File: src/rtl/ripple_carry_counter.sv
// ---------------------------------------------------------------------------
// ripple_carry_counter
//
// Free-running WIDTH-bit binary down-counter built from a chain of toggle
// stages. Stage 0 toggles every cycle; stage i toggles only when all lower
// bits are zero. That condition is the borrow, and it ripples
// combinationally from the LSB upward. Every stage flop shares clk, so the
// design is fully synchronous and has no derived clocks.
//
// Reset is synchronous and active-high, and it takes priority over counting.
// The count wraps from 0 to all-ones with no stall.
//
// The output q is always valid. There is no handshake, so a new value is
// presented after every rising edge of clk.
//
// Parameters:
//   WIDTH       counter width in bits, legal range 1..32 (default 4)
//
// Ports:
//   clk         input   single clock; all state updates on the rising edge
//   reset       input   synchronous active-high clear to zero
//   q           output  [WIDTH-1:0] current count, driven from stage flops
//   borrow_out  output  present only with RIPPLE_CARRY_COUNTER_BORROW_OUT_EN;
//                       registered one-cycle pulse in the cycle where q has
//                       just wrapped from 0 to all-ones
//
// Optional feature macro: RIPPLE_CARRY_COUNTER_BORROW_OUT_EN
// ---------------------------------------------------------------------------
module ripple_carry_counter #(
    parameter int WIDTH = 4
) (
    input  logic             clk,
    input  logic             reset,
    output logic [WIDTH-1:0] q
`ifdef RIPPLE_CARRY_COUNTER_BORROW_OUT_EN
    ,
    output logic             borrow_out
`endif
);

    // borrow[i] is high when every bit below stage i is zero, so stage i
    // must toggle on the next edge. Stage 0 has no lower bits and therefore
    // always toggles.
    logic [WIDTH-1:0] borrow;

    always_comb begin
        borrow    = '0;
        borrow[0] = 1'b1;
        for (int i = 1; i < WIDTH; i++) begin
            borrow[i] = borrow[i-1] & ~q[i-1];
        end
    end

    // Toggle-stage chain. Because each bit flips only when its borrow is
    // set, the chain as a whole computes q - 1.
    always_ff @(posedge clk) begin
        if (reset) begin
            q <= '0;
        end else begin
            for (int i = 0; i < WIDTH; i++) begin
                if (borrow[i]) begin
                    q[i] <= ~q[i];
                end
            end
        end
    end

`ifdef RIPPLE_CARRY_COUNTER_BORROW_OUT_EN
    // A borrow that passes the top stage means the count is currently zero,
    // so the next edge wraps it to all-ones. Registering this condition
    // lines the pulse up with the all-ones value of q.
    logic wrap;

    assign wrap = borrow[WIDTH-1] & ~q[WIDTH-1];

    always_ff @(posedge clk) begin
        if (reset) begin
            borrow_out <= 1'b0;
        end else begin
            borrow_out <= wrap;
        end
    end
`endif

endmodule

File: config.mk
export PLATFORM = sky130hd
export DESIGN_NAME = ripple_carry_counter
export DESIGN_NICKNAME = d
export VERILOG_FILES = /design/src/rtl/ripple_carry_counter.sv
export SDC_FILE = /design/constraint.sdc
export NUM_CORES = 1
export LEC_CHECK = 0
export ABC_AREA = 0
export CAP_MARGIN = 20
export CORE_AREA = 2 2 39 41
export CTS_CLUSTER_SIZE = 10
export DETAILED_ROUTE_END_ITERATION = 6
export DIE_AREA = 0 0 41 43
export PLACE_DENSITY_LB_ADDON = 0.1
export SKIP_LAST_GASP = 1
export SLEW_MARGIN = 0
export SYNTH_ARGS = -nofsm -noshare
export SYNTH_HDL_FRONTEND = slang
export SYNTH_SLANG_ARGS = --single-unit
File: constraint.sdc
create_clock -name clk -period 1.1 [get_ports clk]
set_clock_uncertainty 0.05 [all_clocks]
set_input_delay 0.11 -clock clk [delete_from_list [all_inputs] [get_ports clk]]
set_output_delay 0.11 -clock clk [all_outputs]
set_load 0.01 [all_outputs]
==> summary by stage <==
Drt
The final layout contains routed wiring with a total length of 347 µm. Summing over every cut layer, the via total after detailed routing is 138. For this run, the detailed router's first-pass iteration total came to 1. After detailed routing, the number of vias per cell comes to between 3 and 4. The number of remaining DRC errors is 0.

In this run the remaining antenna-violating nets after routing total 0. The detailed router's first-iteration violation count is 0. Dividing the detail-routed wire length by the instance count gives 8.90 µm.

Final layout
The count of filler cells inserted in the layout is 159. The final design instance area without fill is 240 µm². The signed area change from the synthesized netlist to the final layout is 79.4%. The number of flip-flops under the largest register name is 4. Leaving out fill and tap cells, the most frequent cells in the layout are sky130_fd_sc_hd__dlygate4sd2_1, sky130_fd_sc_hd__clkbuf_4, sky130_fd_sc_hd__dfxtp_2. The antenna diode count is 0. The layout cell share with drive strength beyond 1 is 0.391. The largest registers in the layout are q (4).

The library cell used most frequently in the layout, excluding fill and tap cells, is sky130_fd_sc_hd__dlygate4sd2_1. The top register by number of flip-flops is q. The area of the multi-input gates is 53.8 µm². The area used by sequential logic in the layout is 83.8 µm².

The post-layout net count is 27.

Critical path
The worst setup path is captured at a register. The critical path ends at q[3]. The arrival time at the worst endpoint is 1180 ps. Along the worst path, the maximum fanout reaches 5. In this design, the stage delay of the slowest critical-path cell is 490 ps.

The critical setup path kind is reg2reg. STA puts the critical path data required time at 1220 ps. Traced cell by cell, the critical path runs through or4_1 -> a21oi_1. The critical path launch point type is a register. The cell depth of the worst flop-to-flop path is 2. The minimum setup slack among reg-to-reg paths is 40 ps.

Tracing the worst setup path back leads to its startpoint at q[2]. The end of the worst register-to-register path is q[3]. The cell at the slowest stage of the critical path is sky130_fd_sc_hd__or4_1. The worst register-to-register path begins at q[2].

CTS
Clock tree synthesis selected as its root buffer the cell sky130_fd_sc_hd__clkbuf_4. Clock tree synthesis inserted a total of 3 buffers. Hold repair after CTS inserted 0 buffers.

The TritonCTS clock tree is built. After clock tree synthesis, the clock-pin slew on the worst setup and hold paths is 40 ps. The clock latency of the later-clocked register in the worst-skew pair is roughly 240 ps. The clock net in this run drives a total of 4 sinks.

In this run the number of H-tree levels came out at 1. The buffer depth of the longest clock path is 2.

Floorplan
6 I/O pins were placed. The vertical die dimension is 43 µm. In this run the horizontal extent of the chip is between 40 and 50 µm. In this run the core area contains 14 standard-cell rows. The floorplan core area is 1380 µm². The floorplan die area is approximately 1800 µm².

For this configuration, the core starts out at a cell density of 0.0967.

Timing
In the finished design, the share of the clock period the worst path needs comes to 0.965. The hold violation count in the final report is 0. Setup violations remaining at the end of the flow were counted as 0. The max-slew violation count is 0. Across all hold checks on the routed design, the worst slack comes to ~400 ps.

For the pin with the worst max-slew slack, the measured transition is 236 ps. The minimum clock period after layout is approximately 1100 ps. The setup TNS after final layout is 0 ps. Timing would allow up to 0.942 GHz. Setup repair after global routing could not meet its margin everywhere. The relative slew slack is 0.841.

Min path
The startpoint of the worst hold path is q[0]. The kind of path behind the tightest hold check is reg2reg.

Power
The static leakage is 0.110 nW. Dividing total power by cell area gives a power density of 1840 nW/µm². The maximum resistive drop on vdd is 0.000387 V.

Synth
Sorting the synthesized cells by area gives the leading types as sky130_fd_sc_hd__dfxtp_1, sky130_fd_sc_hd__a21oi_1, sky130_fd_sc_hd__xor2_1, sky130_fd_sc_hd__nor2_1, sky130_fd_sc_hd__o31ai_1. The number of nets in the synthesized netlist is 15. The mean cell area of the mapped netlist is between 10 and 15 µm². Synthesis inferred 4 register bits. Of the synthesized area, sequential elements account for 0.598.

The mapped cell area is 134 µm². The cell taking the most area after synthesis is sky130_fd_sc_hd__dfxtp_1. The share of Yosys cell area claimed by the top area cell type is 0.598. The number of standard cells after synthesis is 13. Yosys mapped the design onto 8 distinct sky130hd cell types. During synthesis, Yosys emitted a total of 0 warnings.

Place
The count of buffers added on input and output ports is 5. The routability-driven placement congestion ratio is between 0.6 and 0.7. The HPWL after detailed placement is 238 µm. The instance area at placement is 219 µm².

Global route
For this run the aggregate overflow at the end of global routing stands at 0. For this run, the total global-route usage over all layers was measured as 0.0581. The maximum number of pins on one net before global-route repair is 7.

The via count of the first global-routing pass was 156. The global-route wire length before repair is 593 µm. The number of antenna violations at the first check in global routing was 0.

Job
The tool flagged a number of max-cap violations equal to 0.

Status
The flow ran to the end, and the final reports show no timing, DRC or antenna violations.
metrics by stage:
stage	instances	util	power, W	setup slack [ps]
after global routing	39	0.174	0.000470	-37.0
final	39	0.174	0.000441	38.2
after global placement	36	0.158	0.000269	-26.9
after detailed placement	36	0.158	0.000268	-18.5
after CTS	39	0.172	0.000451	-6.34
after floorplan	13	-	0.000215	19.6
cell type report:
| cell class | count | area share |
|---|---|---|
| clock buffer | 3 | 0.0938 |
| multi-input combinational | 9 | 0.224 |
| sequential | 4 | 0.349 |
| tap | 16 | 0.0833 |
| timing repair buffer | 7 | 0.250 |
routing by layer:
metal  routed length [µm]  vias up  GRT usage  part of all wire
li1                     -       67          -                 -
met1                  142       65     0.0573              0.41
met2                  165        6     0.0688              0.48
met3                   39        0     0.0314              0.11
met4                    0        0     0.0800                 0
met5                    0        -          0                 0
critical path, delay by kind of cell (launching register included):
| kind | cells | cell delay, ps |
|---|---|---|
| AOI/OAI and AO/OA | 1 | 120 |
| and+or+nand+nor | 1 | 490 |
| DFF | 1 | 330 |
synth_stat cells:
library cell              number
sky130_fd_sc_hd__xor2_1        1
sky130_fd_sc_hd__o21ai_0       1
sky130_fd_sc_hd__or3_2         1
sky130_fd_sc_hd__dfxtp_1       4
sky130_fd_sc_hd__or4_1         1
sky130_fd_sc_hd__nor2_1        2
sky130_fd_sc_hd__o31ai_1       1
sky130_fd_sc_hd__a21oi_1       2
cell families after synthesis:
group           after synthesis  synth area share
compound gates                4             0.168
flops                         4             0.598
simple gates                  4             0.168
xor+xnor                      1            0.0654
repair_timing:
item,CTS,global route
pin swaps,0,1
setup buffers,0,0
gates resized for setup,5,2
endpoints found under the setup margin,5,4
hold endpoints to repair,0,0
power breakdown:
group | leakage (nW) | internal [W] | switching [W] | total, W
sequential | 0.0340 | 0.000166 | 0.0000183 | 0.000185
clock | 0.0138 | 0.000122 | 0.0000643 | 0.000187
combinational | 0.0625 | 0.0000414 | 0.0000286 | 0.0000700
worst min-delay path by stage:
| stage | endpoint | slack [ps] | depth (start not counted) |
|---|---|---|---|
| after floorplan | q[0] | 130 | 1 |
| after global placement | q[0] | 420 | 1 |
| after detailed placement | q[0] | 430 | 1 |
| after CTS | q[0] | 440 | 1 |
| after global routing | q[0] | 430 | 1 |
| final | q[0] | 400 | 1 |
No activity file was read; power rests on OpenSTA's default activity.
